**config.mk**
```make
export PLATFORM = sky130hd
export DESIGN_NAME = qspi_rom_arbiter
export DESIGN_NICKNAME = d
export VERILOG_FILES = /design/src/rtl/qspi_rom_arbiter.sv
export SDC_FILE = /design/constraint.sdc
export NUM_CORES = 1
export LEC_CHECK = 0
export ABC_AREA = 1
export ABC_CLOCK_PERIOD_IN_PS = 3800
export CAP_MARGIN = 40
export CORE_UTILIZATION = 35
export DETAILED_ROUTE_END_ITERATION = 16
export GPL_ROUTABILITY_DRIVEN = 0
export PLACE_DENSITY = 0.62
export SLEW_MARGIN = 20
export SYNTH_ARGS = -nofsm -noshare
export SYNTH_HDL_FRONTEND = slang
export SYNTH_SLANG_ARGS = --single-unit
export TNS_END_PERCENT = 10
```
**constraint.sdc**
```tcl
create_clock -name clk -period 3.8 [get_ports clk]
set_input_delay 0.57 -clock clk [delete_from_list [all_inputs] [get_ports clk]]
set_output_delay 0.57 -clock clk [all_outputs]
set_load 0.01 [all_outputs]
```
**src/rtl/qspi_rom_arbiter.sv**
```systemverilog
// rtl/qspi_rom_arbiter.sv - two-port round-robin byte reader sharing one QPI flash ROM
// Optional one-entry last-byte cache enabled by defining QSPI_LAST_BYTE_CACHE_EN.
module qspi_rom_arbiter #(
  parameter int          ADDR_WIDTH    = 13,
  parameter logic [23:0] ROM_BASE      = 24'h000000,
  parameter logic [7:0]  CMD           = 8'hEB,
  parameter int          DUMMY_NIBBLES = 4
) (
  input  logic                  clk,
  input  logic                  reset,
  input  logic                  req0_valid,
  input  logic [ADDR_WIDTH-1:0] req0_addr,
  input  logic                  req1_valid,
  input  logic [ADDR_WIDTH-1:0] req1_addr,
  output logic                  rsp0_valid,
  output logic                  rsp1_valid,
  output logic [7:0]            rsp_data,
  output logic                  busy,
  output logic                  spi_select,
  output logic                  spi_clk,
  output logic [3:0]            spi_dout,
  output logic                  spi_oe,
  input  logic [3:0]            spi_din
);

  typedef enum logic [2:0] {
    S_IDLE, S_CMD, S_ADDR, S_DUMMY, S_DATA, S_DONE
  } state_t;

  state_t      state_q, state_d;
  logic        phase_q;
  logic [3:0]  cnt_q;
  logic        grant_q;
  logic        last_grant_q;
  logic [31:0] sh_q;
  logic [3:0]  data_hi_q;
  logic [7:0]  rsp_data_q;

  logic                  req_any;
  logic                  pick1;
  logic [ADDR_WIDTH-1:0] addr_sel;
  logic [23:0]           flash_addr;
  logic [3:0]            seg_last;
  logic                  nib_done;
  logic                  hit;

  assign req_any    = req0_valid | req1_valid;
  assign pick1      = req1_valid & (~req0_valid | ~last_grant_q);
  assign addr_sel   = pick1 ? req1_addr : req0_addr;
  assign flash_addr = ROM_BASE + {{(24-ADDR_WIDTH){1'b0}}, addr_sel};

`ifdef QSPI_LAST_BYTE_CACHE_EN
  logic        cache_valid_q;
  logic [23:0] cache_addr_q;
  logic [7:0]  cache_data_q;
  logic [23:0] faddr_q;

  assign hit = cache_valid_q && (cache_addr_q == flash_addr);
`else
  assign hit = 1'b0;
`endif

  // Index of the final nibble in each serial segment.
  always_comb begin
    seg_last = 4'd0;
    case (state_q)
      S_CMD:   seg_last = 4'd1;
      S_ADDR:  seg_last = 4'd5;
      S_DUMMY: seg_last = 4'(DUMMY_NIBBLES - 1);
      S_DATA:  seg_last = 4'd1;
      default: seg_last = 4'd0;
    endcase
  end

  assign nib_done = phase_q && (cnt_q == seg_last);

  always_ff @(posedge clk) begin
    if (reset) state_q <= S_IDLE;
    else       state_q <= state_d;
  end

  always_comb begin
    state_d = state_q;
    case (state_q)
      S_IDLE:  if (req_any) state_d = hit ? S_DONE : S_CMD;
      S_CMD:   if (nib_done) state_d = S_ADDR;
      S_ADDR:  if (nib_done) state_d = S_DUMMY;
      S_DUMMY: if (nib_done) state_d = S_DATA;
      S_DATA:  if (nib_done) state_d = S_DONE;
      S_DONE:  state_d = S_IDLE;
      default: state_d = S_IDLE;
    endcase
  end

  always_ff @(posedge clk) begin
    if (reset) begin
      phase_q      <= 1'b0;
      cnt_q        <= 4'd0;
      grant_q      <= 1'b0;
      last_grant_q <= 1'b1;
      sh_q         <= 32'h0;
      data_hi_q    <= 4'h0;
      rsp_data_q   <= 8'h00;
`ifdef QSPI_LAST_BYTE_CACHE_EN
      cache_valid_q <= 1'b0;
      cache_addr_q  <= 24'h0;
      cache_data_q  <= 8'h00;
      faddr_q       <= 24'h0;
`endif
    end else begin
      if (state_q == S_IDLE || state_q == S_DONE) begin
        phase_q <= 1'b0;
        cnt_q   <= 4'd0;
      end else begin
        phase_q <= ~phase_q;
        if (phase_q) cnt_q <= nib_done ? 4'd0 : cnt_q + 4'd1;
      end

      if (state_q == S_IDLE && req_any) begin
        grant_q      <= pick1;
        last_grant_q <= pick1;
        sh_q         <= {CMD, flash_addr};
`ifdef QSPI_LAST_BYTE_CACHE_EN
        faddr_q <= flash_addr;
        if (hit) rsp_data_q <= cache_data_q;
`endif
      end

      if ((state_q == S_CMD || state_q == S_ADDR) && phase_q)
        sh_q <= {sh_q[27:0], 4'h0};

      // Flash nibbles are captured on the rising spi_clk cycle.
      if (state_q == S_DATA && phase_q) begin
        if (cnt_q == 4'd0) begin
          data_hi_q <= spi_din;
        end else begin
          rsp_data_q <= {data_hi_q, spi_din};
`ifdef QSPI_LAST_BYTE_CACHE_EN
          cache_valid_q <= 1'b1;
          cache_addr_q  <= faddr_q;
          cache_data_q  <= {data_hi_q, spi_din};
`endif
        end
      end
    end
  end

  always_comb begin
    busy       = (state_q != S_IDLE);
    spi_select = 1'b1;
    spi_clk    = 1'b0;
    spi_oe     = 1'b0;
    spi_dout   = 4'h0;
    rsp0_valid = 1'b0;
    rsp1_valid = 1'b0;
    rsp_data   = rsp_data_q;
    case (state_q)
      S_CMD, S_ADDR: begin
        spi_select = 1'b0;
        spi_clk    = phase_q;
        spi_oe     = 1'b1;
        spi_dout   = sh_q[31:28];
      end
      S_DUMMY, S_DATA: begin
        spi_select = 1'b0;
        spi_clk    = phase_q;
      end
      S_DONE: begin
        rsp0_valid = ~grant_q;
        rsp1_valid = grant_q;
      end
      default: ;
    endcase
  end

endmodule

```
==> qor.yml, run 1 <==
synth.yosys.seq_area_share_pct: 41.7
fmax_mhz: 402
relSlewSlack_pct: 62.8
status: "finished clean"
nets: 418
synth_cell_types: 40
synth_area_leaders: "dfxtp_1, nand2_1, nor2_1, a21oi_2, nand2_2"
ctsResizeCount: 0
synth_seq_cells: 54
wl_mm: 5.42
wire_per_inst_microns: 11.3
fillers: 736
place_area_sq_um: 3120
hpwlAfterDp_mm: 3.90
hold_ws_ns: 0.462
worst_setup_path_end_kind: "primary output"
numCtsBuffers: 5
coreArea_sq_um: 6980
p_int_mw: 1.25
io_pins: 52
antenna_found_initial: 0
worstSetupPathType: "reg -> out"
initial_utilization_pct: 37.1
maxCapViolCount: 0
pwr-share-clk_pct: 23.2
ir_worst_vdd_uv: 288
slew_violations: 0
setup_viol: 0
cts_tree: "yes"
grt_max_degree: 28
h-tree-depth: 2
clock-sinks: 54
worstPathCellList: "nor2_2 -> nor2_8 -> inv_1 -> nor2_1 -> clkdlybuf4s50_1"
finClkSkew_ns: 0.00928
p_sw_mw: 0.741
crit_buf_inv: 2
setup_tns_ns: 0
crit_required_ns: 3.23
track_usage_pct: 14.7
clk_pin_slew_ns: 0.10
rsz0062_at_grt: "false"
finish.instance_area_sq_um: 3270
io_buffers: 51
hold_viol_final: 0
hold_path.class: "reg -> reg"
netlist_area_sq_um: 2590
p_comb_share_pct: 39.2
ys.warnings.count: 0
dr.first_iter.drc_count: 104
crit_slowest_cell: "clkdlybuf4s50_1"
die_w_microns: 88.0
dieArea_sq_um: 7750
yosys.area.top_type_share_pct: 41.7
diodes: 0
p_leak_nw: 1.21
p_sw_share_pct: 37.1
die_height_microns: 88.0
syn-num-nets: 372
cts_hold_buf: 0
arrival_ns: 1.92
critPathTopFamily: "buffers and inverters"
period_minus_slack_ns: 2.49
cp_slowest_stage_delay_ns: 0.56
drc: 0
area_growth_pct: 26.1
tightest_slew_ns: 0.558
path_max_fanout: 7
grt_pass1_wl_mm: 8.93
period_share_pct: 65.4
cts_root_buf: "clkbuf_8"
drt_first_pass_iters: 4
num_rows: 30
ant_nets: 0
vias: 2238
drive_gt1_share_pct: 17.8
overflow: 0
synth.largest_area_cell: "dfxtp_1"
p_per_area_nw_per_um2: 611
insertion_delay_ns: 0.31
grt_pass1_vias: 1985
cts_max_path_buffers: 2
seqPwrFrac_pct: 37.6
viasPerCell: 4.67
syn-mean-instance-area_sq_um: 7.71
start_kind: "register"
synthCells: 336
cts_setup_buffers: 0
cells in the mapped netlist:
library cell	n
a21oi_1	11
a21oi_2	15
a221oi_1	1
a221oi_2	1
a31oi_1	4
a31oi_2	2
buf_12	1
buf_2	1
buf_4	3
buf_6	2
buf_8	1
clkbuf_1	5
dfxtp_1	54
ha_1	2
inv_1	24
inv_2	4
inv_4	1
inv_8	1
nand2_1	65
nand2_2	18
nand2_4	1
nand2_8	1
nand3_1	8
nand3_2	1
nand4_1	1
nor2_1	61
nor2_2	4
nor2_4	1
nor2_8	1
nor3_1	2
nor3_2	1
o211ai_1	4
o21ai_0	22
o21ai_1	1
o21ai_4	1
o21bai_4	1
o221a_2	1
o31ai_1	3
or2_2	4
xor2_1	1
metal layers:
metal | vias up | GRT usage (%) | routed length (microns)
met3 | 7 | 2.92 | 127
met5 | - | 0 | 0
li1 | 1168 | - | -
met1 | 1035 | 19.9 | 2680
met2 | 28 | 23.4 | 2540
met4 | 0 | 4.84 | 75
cell type report:
class                           count  area [sq um]  area share, %
Tap cell                           96           120           3.68
Clock buffer                        6          82.6           2.53
Timing Repair Buffer               52           518           15.9
Inverter                           30           123           3.75
Clock inverter                      2          60.1           1.84
Sequential cell                    54          1080           33.1
Multi-Input combinational cell    239          1280           39.3
placed cells by master (no fill, tap or decap), types with 3 or more instances in the layout:
master | synthesis | layout
a21oi_1 | 11 | 11
a21oi_2 | 15 | 15
a31oi_1 | 4 | 4
clkbuf_8 | 0 | 6
clkdlybuf4s50_1 | 0 | 51
dfxtp_1 | 54 | 54
inv_1 | 24 | 24
inv_2 | 4 | 4
nand2_1 | 65 | 65
nand2_2 | 18 | 18
nand3_1 | 8 | 8
nor2_1 | 61 | 61
nor2_2 | 4 | 4
o211ai_1 | 4 | 4
o21ai_0 | 22 | 22
o31ai_1 | 3 | 3
or2_2 | 4 | 4
flip-flops by register name, indices dropped and copies added, names as in the netlist:
register	flops
state_q	3
rsp_data	8
phase_q	1
grant_q	1
sh_q	32
cnt_q	4
data_hi_q	4
last_grant_q	1
stage by stage:
| step | instances | setup slack (ns) | util, % | power, mW |
|---|---|---|---|---|
| 4_1_cts | 479 | 1.28 | 46.8 | 2.02 |
| 5_1_grt | 479 | 1.14 | 46.8 | 2.13 |
| 3_3_place_gp | 471 | 1.27 | 44.7 | 1.54 |
| 3_5_place_dp | 471 | 1.25 | 44.7 | 1.55 |
| 6_report | 479 | 1.31 | 46.8 | 2.00 |
| 2_1_floorplan | 336 | 2.22 | - | 1.39 |
cell families (layout without fill, tap and decap cells):
family / Yosys count / after routing / synth area share, %
buffers and inverters: 43 / 90 / 8.74
DFF: 54 / 54 / 41.7
and+or+nand+nor: 169 / 169 / 29.9
adders and majority gates: 2 / 2 / 0.966
xor gates and xnor gates: 1 / 1 / 0.338
AOI/OAI and AO/OA: 67 / 67 / 18.3
power by group through the flow:
stage               registers, mW  clock network, mW  logic (mW)
CTS                         0.751              0.473       0.792
finish                      0.751              0.464       0.781
global route                0.764              0.496       0.872
floorplan                   0.731                  0       0.662
detailed placement          0.763                  0       0.789
global placement            0.761                  0       0.782
worst reg2reg max path, cell delays in order (launching register included):
cell      delay [ns]
dfxtp_1         0.35
nand2_1         0.05
nand2_1         0.36
inv_1           0.31
or2_2           0.35
o211ai_1        0.09
a31oi_1         0.09
worst paths after layout:
check	startpoint	to	slack, ns	cells past startpoint
setup / recovery	state_q[1]	spi_dout[1]	1.31	5
hold / removal	sh_q[30]	sh_q[30]	0.46	2
setup reg to reg	last_grant_q	sh_q[6]	2.07	6
hold reg to reg	sh_q[30]	sh_q[30]	0.46	2
No activity file was read; power rests on OpenSTA's default activity.
==> inputs of run 2 (changes only) <==
--- a/config.mk
+++ b/config.mk
@@ -6,7 +6,7 @@
 export NUM_CORES = 1
 export LEC_CHECK = 0
 export ABC_AREA = 1
-export ABC_CLOCK_PERIOD_IN_PS = 3800
+export ABC_CLOCK_PERIOD_IN_PS = 2400
 export CAP_MARGIN = 40
 export CORE_UTILIZATION = 35
 export DETAILED_ROUTE_END_ITERATION = 16
==> constraint.sdc (replaced) <==
create_clock -name clk -period 2.4 [get_ports clk]
set_input_delay 0.36 -clock clk [delete_from_list [all_inputs] [get_ports clk]]
set_output_delay 0.36 -clock clk [all_outputs]
set_load 0.01 [all_outputs]
==> run 2 against run 1 <==
Compared with the run above: routed wire length grew 0.98%; non-clock buffer count grew 3; global-route usage rose by 0.54 points; sequential power increased by 54%; power rose by 49%; worst hold slack better by 0.0067 ns; highest routed layer unchanged.
==> qor.yml, run 2 (synthesis gave the netlist of run 1 again) <==
crit_slowest_cell: "clkdlybuf4s50_1"
slew_violations: 0  # unchanged
io_buffers: 51  # unchanged
path_max_fanout: 5  # -2
die_w_microns: 88.0  # unchanged
largest_reg_flops: 32  # unchanged
area_growth_pct: 25.1
p_leak_nw: 1.20  # -0.86%
drive_gt1_share_pct: 18.7  # +0.90 points
dr.first_iter.drc_count: 57  # -45%
worstSetupPathType: "reg -> out"
cts_hold_buf: 0  # unchanged
hold_path.class: "reg -> reg"
period_share_pct: 93.3
dr_wl_met3_microns: 140  # +10%
r2r_setup_slack_ns: 0.85  # -1.22 ns
cts_setup_buffers: 0  # unchanged
grt_max_degree: 28  # unchanged
antenna_found_initial: 0  # unchanged
grt_pass1_vias: 2095  # +5.5%
num_rows: 30  # unchanged
h-tree-depth: 2  # unchanged
wl_mm: 5.47  # +0.98%
fillers: 761  # +3.4%
hpwlAfterDp_mm: 3.99  # +2.3%
tightest_slew_ns: 0.552  # -0.00563 ns
period_minus_slack_ns: 2.24
die_height_microns: 88.0  # unchanged
drc: 0  # unchanged
viasPerCell: 4.58  # -1.9%
final_common_cell: "nand2_1"
grt_pass1_wl_mm: 9.24  # +3.5%
p_sw_mw: 1.19  # +61%
coreArea_sq_um: 6980  # unchanged
regToRegEndpoint: "sh_q[8]"
status: "finished clean"
min_path_cells: 2  # unchanged
place_inst: 474  # +0.64%
rr_startpoint: "state_q[0]"
hold_viol_final: 0  # unchanged
overflow: 0  # unchanged
finClkSkew_ns: 0.0116  # +0.00230 ns
cts_max_path_buffers: 2  # unchanged
final_cells: 482  # +0.63%
rsz0062_at_grt: "false"
dieArea_sq_um: 7750  # unchanged
maxCapViolCount: 0  # unchanged
numCtsBuffers: 5  # unchanged
pwr-share-clk_pct: 17.0  # -6.2 points
clk_pin_slew_ns: 0.10  # about the same
ir_worst_vdd_uv: 482  # +68%
holdCritStartpoint: "sh_q[16]"
start_kind: "register"
insertion_delay_ns: 0.31  # about the same
ant_nets: 0  # unchanged
arrival_ns: 1.88  # -0.04 ns
top_register: "sh_q"
nets: 421  # +0.72%
p_comb_share_pct: 43.8  # +4.6 points
p_per_area_nw_per_um2: 916  # +50%
cp_slowest_stage_delay_ns: 0.55  # about the same
setup_tns_ns: 0  # unchanged
p_sw_share_pct: 40.2  # +3.1 points
seqPwrFrac_pct: 39.1  # +1.5 points
clock-sinks: 54  # unchanged
cts_root_buf: "clkbuf_8"
track_usage_pct: 15.2  # +0.54 points
min_to: "sh_q[16]"
vias: 2209  # -1.3%
initial_utilization_pct: 37.1  # unchanged
wl_met2_mm: 2.53  # -0.35%
io_pins: 52  # unchanged
crit_required_ns: 2.04  # -1.19 ns
relSlewSlack_pct: 63.2  # +0.38 points
p_int_mw: 1.77  # +41%
cts_tree: "yes"
setup_viol: 0  # unchanged
wl_met1_mm: 2.73  # +2.0%
worstPathCellList: "inv_2 -> nand2_2 -> nor2_8 -> inv_1 -> nor2_1 -> clkdlybuf4s50_1"
maxUsedRoutingLayer: "met4"
fmax_mhz: 447
wire_per_inst_microns: 11.4  # +0.35%
reg2reg_depth: 8  # +2
diodes: 0  # unchanged
worst_setup_path_end_kind: "primary output"
drt_first_pass_iters: 4  # unchanged
final_cell_mix: "nand2_1, nor2_1, dfxtp_1, clkdlybuf4s50_1, inv_1"
run 2: cell count changes in the layout (fill, tap and decap cells not counted), sizes merged:
cell	before	now
buf	1	4
bufinv	2	0
clkinv	0	2
run 2: repair_timing:
| item | 4_1_cts | 5_1_grt |
|---|---|---|
| gates resized for setup | 0 | 2 |
| hold endpoints to repair | 0 | 0 |
| endpoints found under the setup margin | 0 | 2 |
run 2: worst max-delay path by stage:
stage,start,to,slack [ns],depth (start not counted)
5_1_grt,state_q[2],spi_dout[1],0.03,6
3_5_place_dp,state_q[1],spi_dout[1],0.47,5
3_3_place_gp,state_q[2],spi_dout[1],0.49,6
2_1_floorplan,state_q[1],spi_clk,1.03,5
6_report,state_q[2],spi_dout[1],0.16,6
4_1_cts,state_q[1],spi_dout[1],0.13,5
run 2: critical path, delay by kind of cell, from the launching register on:
| kind | cells | cell delay [ns] |
|---|---|---|
| DFF | 1 | 0.38 |
| buffers and inverters | 3 | 0.81 |
| and+or+nand+nor | 3 | 0.39 |
run 2: layer usage:
metal | GRT usage, % | up-vias
met5 | 0 | -
met4 | 4.84 | 0
met3 | 3.49 | 6
met2 | 25.0 | 29
met1 | 19.8 | 1003
li1 | - | 1171
run 2: power by group through the flow:
| stage | Combinational, mW | Sequential [mW] | Clock (mW) |
|---|---|---|---|
| after floorplan | 1.05 | 1.16 | 0 |
| after global placement | 1.30 | 1.18 | 0 |
| after detailed placement | 1.31 | 1.18 | 0 |
| after CTS | 1.32 | 1.16 | 0.519 |
| after global routing | 1.44 | 1.19 | 0.558 |
| final | 1.30 | 1.16 | 0.505 |
run 2: cell type report:
| type | count | area [sq um] | share of cell area [%] |
|---|---|---|---|
| clock inverters | 2 | 13.8 | 0.425 |
| clock buffers | 6 | 72.6 | 2.24 |
| well taps | 96 | 120 | 3.71 |
| inverters | 30 | 123 | 3.79 |
| multi-input cells | 239 | 1290 | 39.7 |
| repair buffers | 55 | 541 | 16.7 |
| flip-flops and latches | 54 | 1080 | 33.4 |
run 2: metrics by stage:
| stage | setup WS [ns] | utilization, % | cell area (sq um) | power (mW) | hold slack, ns |
|---|---|---|---|---|---|
| 2_1_floorplan | 1.03 | - | 2590 | 2.20 | 0.434 |
| 3_3_place_gp | 0.495 | 45.1 | 3150 | 2.47 | 0.445 |
| 3_5_place_dp | 0.466 | 45.1 | 3150 | 2.49 | 0.454 |
| 4_1_cts | 0.132 | 46.3 | 3230 | 2.99 | 0.470 |
| 5_1_grt | 0.0326 | 46.4 | 3240 | 3.18 | 0.484 |
| 6_report | 0.161 | 46.4 | 3240 | 2.97 | 0.468 |
